[config.mk]
export PLATFORM = sky130hd
export DESIGN_NAME = pix_mem_read_arbiter
export DESIGN_NICKNAME = d
export VERILOG_FILES = /design/src/rtl/pix_mem_pkg.sv /design/src/rtl/rsp_tag_pipe.sv /design/src/rtl/pix_mem_read_arbiter.sv
export SDC_FILE = /design/constraint.sdc
export NUM_CORES = 1
export LEC_CHECK = 0
export CORE_ASPECT_RATIO = 1.4
export CORE_UTILIZATION = 41
export CTS_CLUSTER_DIAMETER = 80
export DETAILED_ROUTE_END_ITERATION = 10
export PLACE_DENSITY = 0.84
export RECOVER_POWER = 100
export SLEW_MARGIN = 20
export SYNTH_ARGS = -nofsm -noshare
export SYNTH_HDL_FRONTEND = slang
export SYNTH_HIERARCHICAL = 1
export SYNTH_SLANG_ARGS = --single-unit
[constraint.sdc]
create_clock -name clk -period 3.1 [get_ports clk]
set_input_delay 0.93 -clock clk [delete_from_list [all_inputs] [get_ports clk]]
set_output_delay 0.93 -clock clk [all_outputs]
set_load 0.03 [all_outputs]
[src/rtl/pix_mem_pkg.sv]
// Shared types and constants for the pixel memory read arbiter.
// Two 76800-word image banks form one flat address space.
package pix_mem_pkg;

    localparam int ADDR_W     = 18;
    localparam int DATA_W     = 8;
    localparam int BANK_WORDS = 76800;
    localparam int MEM_DEPTH  = 2 * BANK_WORDS;

    typedef enum logic {
        OWN_A = 1'b0,
        OWN_B = 1'b1
    } owner_e;

    typedef struct packed {
        logic   valid;
        owner_e owner;
        logic   err;
    } rsp_tag_t;

endpackage

[src/rtl/rsp_tag_pipe.sv]
// Fixed-depth shift register carrying response tags alongside the memory read latency.
// A reset flushes every in-flight tag.
module rsp_tag_pipe
    import pix_mem_pkg::*;
#(
    parameter int DEPTH = 1
) (
    input  logic     clk,
    input  logic     rst,
    input  rsp_tag_t tag_in,
    output rsp_tag_t tag_out
);

    rsp_tag_t stage [DEPTH];

    always_ff @(posedge clk or posedge rst) begin
        if (rst) begin
            for (int i = 0; i < DEPTH; i++) begin
                stage[i] <= '0;
            end
        end else begin
            stage[0] <= tag_in;
            for (int i = 1; i < DEPTH; i++) begin
                stage[i] <= stage[i-1];
            end
        end
    end

    assign tag_out = stage[DEPTH-1];

endmodule

[src/rtl/pix_mem_read_arbiter.sv]
// Round-robin arbiter sharing the pixel memory read port between scan-out (A) and readback (B).
// Responses return to their owner a fixed 1+RD_LAT cycles after acceptance.
module pix_mem_read_arbiter
    import pix_mem_pkg::*;
#(
    parameter int ADDR_W    = pix_mem_pkg::ADDR_W,
    parameter int DATA_W    = pix_mem_pkg::DATA_W,
    parameter int MEM_DEPTH = pix_mem_pkg::MEM_DEPTH,
    parameter int RD_LAT    = 1
) (
    input  logic              clk,
    input  logic              rst,
    input  logic              a_req_valid,
    output logic              a_req_ready,
    input  logic [ADDR_W-1:0] a_req_addr,
    input  logic              b_req_valid,
    output logic              b_req_ready,
    input  logic [ADDR_W-1:0] b_req_addr,
    output logic              mem_en,
    output logic [ADDR_W-1:0] mem_addr,
    input  logic [DATA_W-1:0] mem_rdata,
    output logic              a_rsp_valid,
    output logic [DATA_W-1:0] a_rsp_data,
    output logic              a_rsp_err,
    output logic              b_rsp_valid,
    output logic [DATA_W-1:0] b_rsp_data,
    output logic              b_rsp_err
);

    localparam logic [ADDR_W:0] DEPTH_LIM = (ADDR_W+1)'(MEM_DEPTH);

    owner_e            last_grant;
    logic              grant_a;
    logic              grant_b;
    logic              grant_any;
    logic [ADDR_W-1:0] sel_addr;
    logic              sel_in_range;
    rsp_tag_t          issue_tag;
    rsp_tag_t          tail_tag;
    logic              a_hit;
    logic              b_hit;
    logic [DATA_W-1:0] tail_data;
    logic [DATA_W-1:0] a_data_q;
    logic [DATA_W-1:0] b_data_q;

    // Handshake: a request transfers in any cycle where valid && ready; ready is a
    // combinational function of both valids and last_grant, at most one ready is high,
    // and a requester holds its address while valid && !ready.
    always_comb begin
        grant_a = 1'b0;
        grant_b = 1'b0;
        if (!rst) begin
            if (a_req_valid && (!b_req_valid || last_grant == OWN_B)) begin
                grant_a = 1'b1;
            end else if (b_req_valid) begin
                grant_b = 1'b1;
            end
        end
    end

    assign a_req_ready  = grant_a;
    assign b_req_ready  = grant_b;
    assign grant_any    = grant_a | grant_b;
    assign sel_addr     = grant_b ? b_req_addr : a_req_addr;
    assign sel_in_range = {1'b0, sel_addr} < DEPTH_LIM;

    // Out-of-range grants still carry a tag so the requester gets an err response.
    always_ff @(posedge clk or posedge rst) begin
        if (rst) begin
            last_grant <= OWN_B;
            mem_en     <= 1'b0;
            mem_addr   <= '0;
            issue_tag  <= '0;
        end else begin
            mem_en <= grant_any && sel_in_range;
            if (grant_any && sel_in_range) begin
                mem_addr <= sel_addr;
            end
            issue_tag <= '{valid: grant_any,
                           owner: grant_b ? OWN_B : OWN_A,
                           err:   grant_any && !sel_in_range};
            if (grant_a) begin
                last_grant <= OWN_A;
            end else if (grant_b) begin
                last_grant <= OWN_B;
            end
        end
    end

    rsp_tag_pipe #(
        .DEPTH (RD_LAT)
    ) u_rsp_tag_pipe (
        .clk     (clk),
        .rst     (rst),
        .tag_in  (issue_tag),
        .tag_out (tail_tag)
    );

    assign a_hit     = tail_tag.valid && (tail_tag.owner == OWN_A);
    assign b_hit     = tail_tag.valid && (tail_tag.owner == OWN_B);
    assign tail_data = tail_tag.err ? '0 : mem_rdata;

    // Data is passed through in the cycle it arrives and held afterwards.
    always_ff @(posedge clk or posedge rst) begin
        if (rst) begin
            a_data_q <= '0;
            b_data_q <= '0;
        end else begin
            if (a_hit) begin
                a_data_q <= tail_data;
            end
            if (b_hit) begin
                b_data_q <= tail_data;
            end
        end
    end

    assign a_rsp_valid = a_hit;
    assign a_rsp_data  = a_hit ? tail_data : a_data_q;
    assign a_rsp_err   = a_hit && tail_tag.err;
    assign b_rsp_valid = b_hit;
    assign b_rsp_data  = b_hit ? tail_data : b_data_q;
    assign b_rsp_err   = b_hit && tail_tag.err;

endmodule

======== Yosys cells after proc, flatten, opt, wreduce, memory -nomap -nowiden ========
Index checks and enable logic that the tools add are counted.
storage, ports and cells
  bits in registers ....................... 42
  bits of input ports ..................... 48
  word-level logic and storage cells ...... 37
operators by class
  $lt $le $gt $ge ......................... 1
  mux-type cells .......................... 12
  bitwise logic cells ..................... 2
  reductions and logical operators ........ 11
operators with widths
  operator                                    count
  8-bit 2-to-1 mux                            3
  18-bit < comparator, second input constant  1
  18-bit 2-to-1 mux                           1
  1-bit 2-to-1 mux                            8
  1-bit logical AND                           7
  1-bit zero test                             2
  2-bit nonzero test                          1
  1-bit logical OR                            1
  1-bit NOT                                   1
  1-bit OR                                    1

======== Logic depth before layout (Yosys ltp) ========
Gate-level depths: netlist of the first run.
  word-level depth ........................ 9
  depth in mapped cells ................... 7

======== Modules after synthesis ========
The synthesis of the first run kept the hierarchy.
modules (own cells, without submodules)
  module                instances  cells an instance  area each (um^2)  sequential area each (um^2)
  pix_mem_read_arbiter  1          197                1,905.6           977.2
  rsp_tag_pipe          1          4                  78.8              75.1

======== Least setup slack after synthesis of the first run ========
No wires, ideal clock.
  path kind ............................... input-to-output
  start ................................... input port rst
  end ..................................... output port a_req_ready
  arrival ................................. 2,458 ps
  required time ........................... 2,170 ps
  slack ................................... -288 ps
  stages .................................. 3
  cells stage by stage .................... inv_1 nand2_1 a21oi_1
on the way
  longest elaborated chain between the ends .. 1
ends and longest elaborated chain
  item              RTL line                    RTL
  start, declared   pix_mem_read_arbiter.sv:12  input logic rst,
  1-bit 2-to-1 mux  pix_mem_read_arbiter.sv:52  if (!rst) begin
  end, declared     pix_mem_read_arbiter.sv:14  output logic a_req_ready,
No other way between the ends.

======== Worst setup path after layout of the first run ========
  start ................................... input port mem_rdata[7]
  end ..................................... output port a_rsp_data[7]
on the way
  longest elaborated chain between the ends .. 2
ends and longest elaborated chain
  item              RTL line                     RTL
  start, declared   pix_mem_read_arbiter.sv:21   input logic [DATA_W-1:0] mem_rdata,
  8-bit 2-to-1 mux  pix_mem_read_arbiter.sv:101  assign tail_data = tail_tag.err ? '0 : mem_rdata;
  8-bit 2-to-1 mux  n/a
  end, declared     pix_mem_read_arbiter.sv:23   output logic [DATA_W-1:0] a_rsp_data,
No other way between the ends.

==> results of run 1 <==
[cell families after synthesis]
logic type / Yosys count
AND/OR/NAND/NOR: 73
AO/OA/AOI/OAI: 63
flip-flops: 42
buffers and inverters: 22
multiplexers: 1
[worst max-delay path by stage]
stage | startpoint | to | slack [ns] | cells after the start
after global placement | rst | b_req_ready | 0.19 | 5
after detailed placement | rst | b_req_ready | 0.14 | 5
after CTS | rst | b_req_ready | 0.13 | 5
after floorplan | rst | a_req_ready | 0.16 | 3
after global routing | mem_rdata[7] | a_rsp_data[7] | 0.03 | 4
final | mem_rdata[7] | a_rsp_data[7] | 0.10 | 4
[layout by cell type, fill, tap and decap left out, drive strengths merged, types with 2 or more instances in the layout]
master and instances:
nand2 68, dfrtp 41, clkdlybuf4s50 39, dlygate4sd3 31
clkbuf 24, a21oi 22, o21ai 22, a41oi 16
buf 10, inv 6, nor2 3, clkinv 2
nand2b 2, a31oi 2, clkinvlp 2
[power groups by stage]
stage,registers [W],logic (W),clock network [W]
after global routing,0.000714,0.000717,0.000462
after CTS,0.000709,0.000741,0.000441
final,0.000700,0.000668,0.000429
after floorplan,0.000827,0.000318,0
after detailed placement,0.000718,0.000739,0
after global placement,0.000714,0.000727,0
[per-layer routing]
metal / vias to the layer above / GRT usage (%)
met5: - / 0
met4: 0 / 7.64
met3: 14 / 6.47
met2: 62 / 37.1
met1: 834 / 21.5
li1: 875 / -
[stage by stage]
stage	total power, W	cells	setup WS (ns)	utilization [%]
floorplan	0.00114	201	0.159	-
global placement	0.00144	348	0.188	63.8
detailed placement	0.00146	348	0.144	63.8
CTS	0.00189	356	0.134	66.2
global route	0.00189	356	0.0347	64.0
finish	0.00180	356	0.105	64.0
[cell type report]
class                           count  area share [%]
Sequential cell                    42            36.0
Clock inverter                      2            1.28
Tap cell                           62            2.65
Multi-Input combinational cell    137            26.9
Timing Repair Buffer               98            29.5
Clock buffer                        6            2.48
Inverter                            9            1.20
[registers in the layout, indices dropped and copies added, names as in the netlist]
name                    count
mem_addr                   18
last_grant                  1
b_data_q                    8
issue_tag                   3
mem_en                      1
u_rsp_tag_pipe/tag_out      3
a_data_q                    8
[critical path, cell delays in order]
cell and delay (ns):
dlygate4sd3_1 0.53, nand2_1 0.07, o21ai_0 0.27, clkbuf_2 0.27
==> metrics.cfg, run 1 <==
[timing]
tightestPinTransition_ns = 0.936
max_freq_mhz = 334
hold_viol = 0
slew_viol_final = 0
clock-skew-final_ns = 0.00371
whs_ns = 0.349
tns_ns = 0
period_share_pct = 96.6
maxSlewHeadroom_pct = 37.6
finalCriticalPeriod_ns = 3.00
rsz0062_at_grt = false
finalSetupViolations = 0

[clocking]
clk_latency_ns = 0.29
clk_pin_slew_worst_paths_ns = 0.08
clockBufferDepth = 2
ctsHoldBuffers = 0
htreeDepth = 2
numCtsBuffers = 5
clkSinkCount = 42
cts_tree = done
cts_resized = 0
cts_root_buf = clkbuf_8
cts_setup_buffers = 0

[synthesis]
async_flop_share_pct = 100
ys_warn_count = 6
synth_xor_area_share_pct = 0
yosysUniqueCellTypes = 22
yosysMostFrequentCell = nand2_1
ys_ff_latch = 42
syn-cell-area_um2 = 1980
synth-edff-count = 0
synthCells = 201
syn_avg_cell_area_um2 = 9.87
synth_top_family_by_area = compound AO/OA/AOI/OAI gates
netlist_top_cells_area = dfrtp_1 (52%), nand2_1 (13%), a41oi_2 (11%), a21oi_2 (5.3%), o21ai_0 (4.5%)
synthMuxAreaShare_pct = 1.13
synth_nets = 249
yosys.area.top_type = dfrtp_1
synth_simple_gate_area_share_pct = 14.1
synthFlopType = dfrtp_1
synthAdderAreaFrac_pct = 0
synth_compound_area_share_pct = 26.4
yosys-top-cells-count = nand2_1 (68), dfrtp_1 (41), o21ai_0 (18)
seq_area_frac_synth_pct = 53.0
synth_top_area_share_pct = 51.7

[final_layout]
finish.instance_area_um2 = 2930
drive_gt1_share_pct = 18.4
seqCellArea_um2 = 1050
nets = 341
diodes = 0
multi_input_comb_area_um2 = 788
fillers = 402
area.growth.synth_to_final_pct = 47.5

[pwr]
combPwrFrac_pct = 37.2
p_leak_nw = 1.28
netSwitchingFraction_pct = 36.4
p_switching_w = 0.000655
power_density_nw_per_um2 = 614
power_frac_clock_pct = 23.9
sequentialPowerShare_pct = 39.0
ir_worst_vdd_mv = 0.325
power.internal_w = 0.00114

[critical_path]
cp-start-kind = input port
r2r-end = mem_addr[4]
rr_startpoint = last_grant
critPathMaxFanout = 2
critPathKind = input port to primary output
r2r_slack_ns = 1.17
endpoint_kind = primary output
reg2regPathDepth = 7
arrival_ns = 2.07
required_ns = 2.17

[drt]
route.detailed.drc = 0
met3RoutedLength_um = 323
dr.pass1.iters = 4
via_per_inst = 5.01
num_vias = 1785
wirelength_um = 5050
drtIter0Drc = 44
route.met2.wl_um = 2660
top_layer_used = met4
antenna_left = 0
met1_length_um = 1950
post_drt_wl_per_cell_um = 14.2

[place]
place_congestion = 0.868
dpl.hpwl_um = 3800
place_area_um2 = 2920
port_buffers = 88

[floorplan]
rows = 29
die_area_um2 = 5130
die_h_um = 84.3
start_util_pct = 43.4
num_io_pins = 89
die_width_um = 60.8
core_area_um2 = 4570

[global_route]
track_usage_pct = 20.6
grt_remaining_overflow = 0
grt_pass1_vias = 1759
antenna_found_initial = 0
grt_max_degree = 40
grt_pass1_wl_um = 7940

[min_path]
min_from = issue_tag[2]
hold_path.class = flip-flop to flip-flop
hold_path_depth = 0
min_to = u_rsp_tag_pipe/tag_out[2]

[status]
outcome = finished clean

[job]
maxCapViolCount = 0

Note: power is estimated with default switching activity, not from simulation.
==> run 2, diff against run 1 <==
--- a/config.mk
+++ b/config.mk
@@ -9,6 +9,8 @@
 export CORE_UTILIZATION = 41
 export CTS_CLUSTER_DIAMETER = 80
 export DETAILED_ROUTE_END_ITERATION = 10
+export HOLD_SLACK_MARGIN = 0.03
+export MAX_ROUTING_LAYER = met4
 export PLACE_DENSITY = 0.84
 export RECOVER_POWER = 100
 export SLEW_MARGIN = 20
==> run 2 against run 1 <==
  * Power fell by 0.27%
  * Flip-flop and latch count did not move
  * Critical path type unchanged
  * Sequential share of layout area did not move
  * Highest routed layer unchanged
  * Global-route usage rose by 0.57 points
  * Largest cell class unchanged
  * Via count rose by 1.1%
==> metrics.cfg, run 2 (synthesis gave the netlist of run 1 again) <==
[status]
outcome = finished clean  ; unchanged

[floorplan]
start_util_pct = 43.4  ; unchanged
core_area_um2 = 4570  ; unchanged
die_width_um = 60.8  ; unchanged
rows = 29  ; unchanged
num_io_pins = 89  ; unchanged
die_area_um2 = 5130  ; unchanged
die_h_um = 84.3  ; unchanged

[critical_path]
crit_buf_inv = 2  ; unchanged
endpoint_kind = primary output  ; unchanged
crit_chain = dlygate4sd3_1 -> nand2_1 -> o21ai_0 -> clkbuf_2  ; unchanged
r2r_slack_ns = 1.18  ; was 1.17 ns
slowest_stage = dlygate4sd3_1  ; unchanged
cpLargestDelayFamily = buffers and inverters  ; unchanged
cp-start-kind = input port  ; unchanged
critPathKind = input port to primary output  ; unchanged
slowest_delay_ns = 0.53  ; about the same
critPathMaxFanout = 2  ; unchanged
arrival_ns = 2.06  ; was 2.07 ns
required_ns = 2.17  ; about the same

[final_layout]
drive_gt1_share_pct = 18.4  ; unchanged
diodes = 0  ; unchanged
layout.cells.non_filler = 356  ; unchanged
layout_common_cells = nand2_1 (68), dfrtp_1 (41), clkdlybuf4s50_1 (39)  ; unchanged
largest_reg_flops = 18  ; unchanged
largest_register = mem_addr  ; unchanged
largestRegisters = mem_addr x18, a_data_q x8, b_data_q x8  ; unchanged
final_common_cell = nand2_1  ; unchanged
area.growth.synth_to_final_pct = 47.5  ; unchanged
finish.instance_area_um2 = 2930  ; unchanged
nets = 341  ; unchanged
final_util_pct = 64.0  ; unchanged

[timing]
finalSetupViolations = 0  ; unchanged
maxSlewHeadroom_pct = 37.7  ; was 37.6%
fin_ws_ns = 0.106  ; was 0.105 ns
finalCriticalPeriod_ns = 2.99  ; was 3.00 ns
rsz0062_at_grt = false  ; unchanged
tightestPinTransition_ns = 0.935  ; was 0.936 ns
hold_viol = 0  ; unchanged
period_share_pct = 96.6  ; about the same
tns_ns = 0  ; unchanged
max_freq_mhz = 334  ; about the same
clock-skew-final_ns = 0.00333  ; was 0.00371 ns
slew_viol_final = 0  ; unchanged

[place]
place_inst = 348  ; unchanged
pre_cts_ws_ns = 0.144  ; unchanged
place_area_um2 = 2920  ; unchanged
dpl.hpwl_um = 3800  ; unchanged
port_buffers = 88  ; unchanged
place_congestion = 0.882  ; was 0.868

[drt]
route.detailed.drc = 0  ; unchanged
dr.pass1.iters = 4  ; unchanged
drtIter0Drc = 54  ; was 44
via_per_inst = 5.07  ; was 5.01
post_drt_wl_per_cell_um = 14.0  ; was 14.2 um
antenna_left = 0  ; unchanged
wirelength_um = 4990  ; was 5050 um
num_vias = 1805  ; was 1785

[pwr]
p_leak_nw = 1.28  ; unchanged
power_density_nw_per_um2 = 613  ; was 614 nW/um2
ir_worst_vdd_mv = 0.326  ; was 0.325 mV

[clocking]
numCtsBuffers = 5  ; unchanged
cts_root_buf = clkbuf_8  ; unchanged
clockBufferDepth = 2  ; unchanged
clkSinkCount = 42  ; unchanged
cts_setup_buffers = 0  ; unchanged
clk_pin_slew_worst_paths_ns = 0.08  ; about the same
htreeDepth = 2  ; unchanged
ctsHoldBuffers = 0  ; unchanged
cts_tree = done  ; unchanged
clk_latency_ns = 0.29  ; about the same
cts_resized = 0  ; unchanged

[global_route]
track_usage_pct = 21.2  ; was 20.6%
grt_remaining_overflow = 0  ; unchanged
grt_max_degree = 40  ; unchanged
grt_pass1_wl_um = 7940  ; unchanged
grt_pass1_vias = 1753  ; was 1759
antenna_found_initial = 0  ; unchanged

[min_path]
hold_path.class = flip-flop to flip-flop  ; unchanged

[job]
maxCapViolCount = 0  ; unchanged

[run 2: cell counts in the layout (fill, tap and decap cells not counted)]
No cell type changed its count.
[run 2: final timing paths]
| kind | start | endpoint | depth (start not counted) |
|---|---|---|---|
| setup / recovery | mem_rdata[7] | a_rsp_data[7] | 4 |
| hold / removal | issue_tag[2] | u_rsp_tag_pipe/tag_out[2] | 0 |
| min in group asynchronous | rst | u_rsp_tag_pipe/tag_out[2] | 2 |
| max in group asynchronous | rst | mem_addr[2] | 3 |
| setup reg to reg | last_grant | mem_addr[4] | 7 |
| hold reg to reg | issue_tag[2] | u_rsp_tag_pipe/tag_out[2] | 0 |
[run 2: through the flow]
step           hold WS, ns  total power, W
3_5_place_dp         0.335         0.00146
3_3_place_gp         0.333         0.00144
4_1_cts              0.354         0.00189
5_1_grt              0.363         0.00189
2_1_floorplan        0.331         0.00114
6_report             0.350         0.00179
[run 2: worst register-to-register path, cell delays in order (launching register included)]
cell	delay, ns
dfstp_2	0.56
a21o_2	0.13
inv_1	0.05
buf_4	0.15
mux2i_4	0.16
clkbuf_2	0.45
a21oi_1	0.17
a41oi_2	0.17
[run 2: final cells by class]
type | instances | area, um2
sequential | 42 | 1050
timing repair buffer | 98 | 863
clock inverter | 2 | 37.5
fill | 402 | 1650
inverter | 9 | 35.0
clock buffer | 6 | 72.6
multi-input combinational | 137 | 788
tap | 62 | 77.6
[run 2: report_power, final]
part	total, W	switching [W]	leakage (nW)	internal, W
clock	0.000426	0.000185	0.0514	0.000240
sequential	0.000700	0.0000444	0.499	0.000656
combinational	0.000667	0.000421	0.727	0.000247
[run 2: per-layer routing]
| metal | GRT usage, % | vias to the layer above | part of all wire (%) |
|---|---|---|---|
| li1 | - | 875 | - |
| met1 | 21.6 | 842 | 38 |
| met2 | 37.0 | 73 | 52 |
| met3 | 6.32 | 15 | 7.1 |
| met4 | 7.64 | 0 | 2.6 |
| met5 | - | - | 0 |
==> run 3, diff against run 2 <==
--- a/config.mk
+++ b/config.mk
@@ -6,12 +6,12 @@
 export NUM_CORES = 1
 export LEC_CHECK = 0
 export CORE_ASPECT_RATIO = 1.4
-export CORE_UTILIZATION = 41
+export CORE_UTILIZATION = 45
 export CTS_CLUSTER_DIAMETER = 80
 export DETAILED_ROUTE_END_ITERATION = 10
 export HOLD_SLACK_MARGIN = 0.03
 export MAX_ROUTING_LAYER = met4
-export PLACE_DENSITY = 0.84
+export PLACE_DENSITY = 0.91
 export RECOVER_POWER = 100
 export SLEW_MARGIN = 20
 export SYNTH_ARGS = -nofsm -noshare
==> constraint.sdc (replaced) <==
create_clock -name clk -period 3.6 [get_ports clk]
set_input_delay 1.08 -clock clk [delete_from_list [all_inputs] [get_ports clk]]
set_output_delay 1.08 -clock clk [all_outputs]
set_load 0.03 [all_outputs]
==> run 3 against run 2 <==
  * Power decreased by 18%
  * Die area is 8.6% lower
  * Combinational power down 14%
  * Worst hold slack better by 0.0022 ns
  * Critical path depth up 2
  * Clock power fell by 32%
  * Design area shrank 2.0%
  * Critical path type unchanged
  * Largest cell class unchanged
  * Largest power group unchanged
==> metrics.cfg, run 3 (synthesis gave the netlist of run 1 again) <==
[status]
outcome = finished clean  ; unchanged

[critical_path]
slowest_stage = clkdlybuf4s50_1  ; was dlygate4sd3_1
crit_buf_inv = 4  ; was 2
required_ns = 2.52  ; was 2.17 ns
critPathKind = input port to primary output  ; unchanged
arrival_ns = 2.37  ; was 2.06 ns
cpLargestDelayFamily = buffers and inverters  ; unchanged
crit_chain = clkdlybuf4s50_1 -> clkbuf_4 -> nand2b_1 -> a21o_2 -> inv_1 -> buf_4  ; was dlygate4sd3_1 -> nand2_1 -> o21ai_0 -> clkbuf_2
slowest_delay_ns = 0.47  ; was 0.53 ns
critPathMaxFanout = 3  ; was 2
endpoint_kind = primary output  ; unchanged
cp-start-kind = input port  ; unchanged

[global_route]
grt_remaining_overflow = 0  ; unchanged
grt_max_degree = 41  ; was 40
grt_pass1_vias = 1870  ; was 1753
grt_pass1_wl_um = 8610  ; was 7940 um
antenna_found_initial = 0  ; unchanged
track_usage_pct = 24.8  ; was 21.2%

[timing]
finalSetupViolations = 0  ; unchanged
rsz0062_at_grt = false  ; unchanged
hold_viol = 0  ; unchanged
tns_ns = 0  ; unchanged
slew_viol_final = 0  ; unchanged
period_share_pct = 95.9
clock-skew-final_ns = 0.00751  ; was 0.00333 ns
max_freq_mhz = 290
tightestPinTransition_ns = 1.01  ; was 0.935 ns
finalCriticalPeriod_ns = 3.45
maxSlewHeadroom_pct = 30.9  ; was 37.7%
fin_ws_ns = 0.149  ; was 0.106 ns

[place]
dpl.hpwl_um = 3820  ; was 3800 um
place_congestion = 0.809  ; was 0.882
place_area_um2 = 2930  ; was 2920 um2
port_buffers = 88  ; unchanged
pre_cts_ws_ns = -0.0348  ; was 0.144 ns

[clocking]
htreeDepth = 2  ; unchanged
cts_tree = done  ; unchanged
clkSinkCount = 42  ; unchanged
cts_setup_buffers = 0  ; unchanged
clk_latency_ns = 0.29  ; about the same
cts_root_buf = clkbuf_8  ; unchanged
numCtsBuffers = 5  ; unchanged
clk_pin_slew_worst_paths_ns = 0.07  ; was 0.08 ns
clockBufferDepth = 2  ; unchanged

[job]
maxCapViolCount = 0  ; unchanged

[floorplan]
start_util_pct = 46.8  ; was 43.4%
die_width_um = 58.1  ; was 60.8 um
die_area_um2 = 4680  ; was 5130 um2
rows = 28  ; was 29
die_h_um = 80.6  ; was 84.3 um
num_io_pins = 89  ; unchanged
core_area_um2 = 4240  ; was 4570 um2

[final_layout]
finish.instance_area_um2 = 2870  ; was 2930 um2
largestRegisters = mem_addr x18, a_data_q x8, b_data_q x8  ; unchanged
largest_reg_flops = 18  ; unchanged
largest_register = mem_addr  ; unchanged
nets = 340  ; was 341
final_util_pct = 67.7  ; was 64.0%
multi_input_comb_area_um2 = 749  ; was 788 um2
seqCellArea_um2 = 1050  ; unchanged
drive_gt1_share_pct = 11.6  ; was 18.4%
fillers = 364  ; was 402
final_common_cell = nand2_1  ; unchanged
layout_common_cells = nand2_1 (68), dfrtp_1 (41), clkdlybuf4s50_1 (39)  ; unchanged
area.growth.synth_to_final_pct = 44.5  ; was 47.5%
diodes = 0  ; unchanged

[drt]
num_vias = 1818  ; was 1805
wirelength_um = 5330  ; was 4990 um
antenna_left = 0  ; unchanged
dr.pass1.iters = 4  ; unchanged
post_drt_wl_per_cell_um = 15.1  ; was 14.0 um
route.detailed.drc = 0  ; unchanged
drtIter0Drc = 90  ; was 54
via_per_inst = 5.15  ; was 5.07

[pwr]
power_frac_clock_pct = 19.7  ; was 23.7%
power_w = 0.00147  ; was 0.00179 W
netSwitchingFraction_pct = 38.5  ; was 36.3%
power.internal_w = 0.000907  ; was 0.00114 W
sequentialPowerShare_pct = 41.4  ; was 39.1%
p_leak_nw = 1.22  ; was 1.28 nW
combPwrFrac_pct = 38.9  ; was 37.2%
ir_worst_vdd_mv = 0.236  ; was 0.326 mV
power_density_nw_per_um2 = 514  ; was 613 nW/um2
p_switching_w = 0.000567  ; was 0.000650 W

[min_path]
hold_path.class = flip-flop to flip-flop  ; unchanged

## run 3: changes by cell type in the layout (fill, tap and decap cells not counted), moves of 2 or more
cell / change
clkinv_2: +2
a21oi_2: +7
a41oi_1: +7
buf_4: -3
clkbuf_1: +16
buf_12: +2
a21oi_1: -7
dlygate4sd2_1: +2
clkbuf_2: -18
a41oi_2: -7
## run 3: through the flow
| step | instances | hold slack [ns] |
|---|---|---|
| 6_report | 353 | 0.353 |
| 5_1_grt | 353 | 0.359 |
| 4_1_cts | 353 | 0.357 |
| 3_5_place_dp | 345 | 0.340 |
| 3_3_place_gp | 345 | 0.333 |
| 2_1_floorplan | 201 | 0.331 |
## run 3: final cells by class
type / instances / share of cell area (%)
Timing Repair Buffer: 97 / 30.4
Tap cell: 60 / 2.62
Inverter: 9 / 1.31
Clock buffer: 6 / 2.53
Multi-Input combinational cell: 137 / 26.1
Sequential cell: 42 / 36.7
Clock inverter: 2 / 0.349
## run 3: power groups by stage
stage               Clock (W)  Sequential, W  Combinational [W]
global placement            0       0.000618           0.000629
detailed placement          0       0.000621           0.000644
finish               0.000290       0.000610           0.000574
CTS                  0.000298       0.000614           0.000645
global route         0.000316       0.000620           0.000617
floorplan                   0       0.000712           0.000273
## run 3: layer usage
metal | part of all wire, % | up-vias | GRT usage (%)
met5 | 0 | - | -
met4 | 1.1 | 0 | 8.10
met3 | 6.3 | 7 | 4.99
met2 | 54 | 85 | 45.2
met1 | 39 | 856 | 26.4
li1 | - | 870 | -
## run 3: worst paths after layout
check	from	endpoint	slack, ns	cells past startpoint
min	issue_tag[1]	u_rsp_tag_pipe/tag_out[1]	0.35	0
min reg2reg	issue_tag[1]	u_rsp_tag_pipe/tag_out[1]	0.35	0
max reg2reg	last_grant	mem_addr[16]	1.41	6
min in group asynchronous	rst	u_rsp_tag_pipe/tag_out[0]	1.19	3
max in group asynchronous	rst	last_grant	1.90	3
max	rst	b_req_ready	0.15	6
## run 3: timing repair
action                                  CTS  global route
resized for setup                         2             2
hold buffers                              0             0
hold endpoints to repair                  0             0
endpoints found under the setup margin    2             2
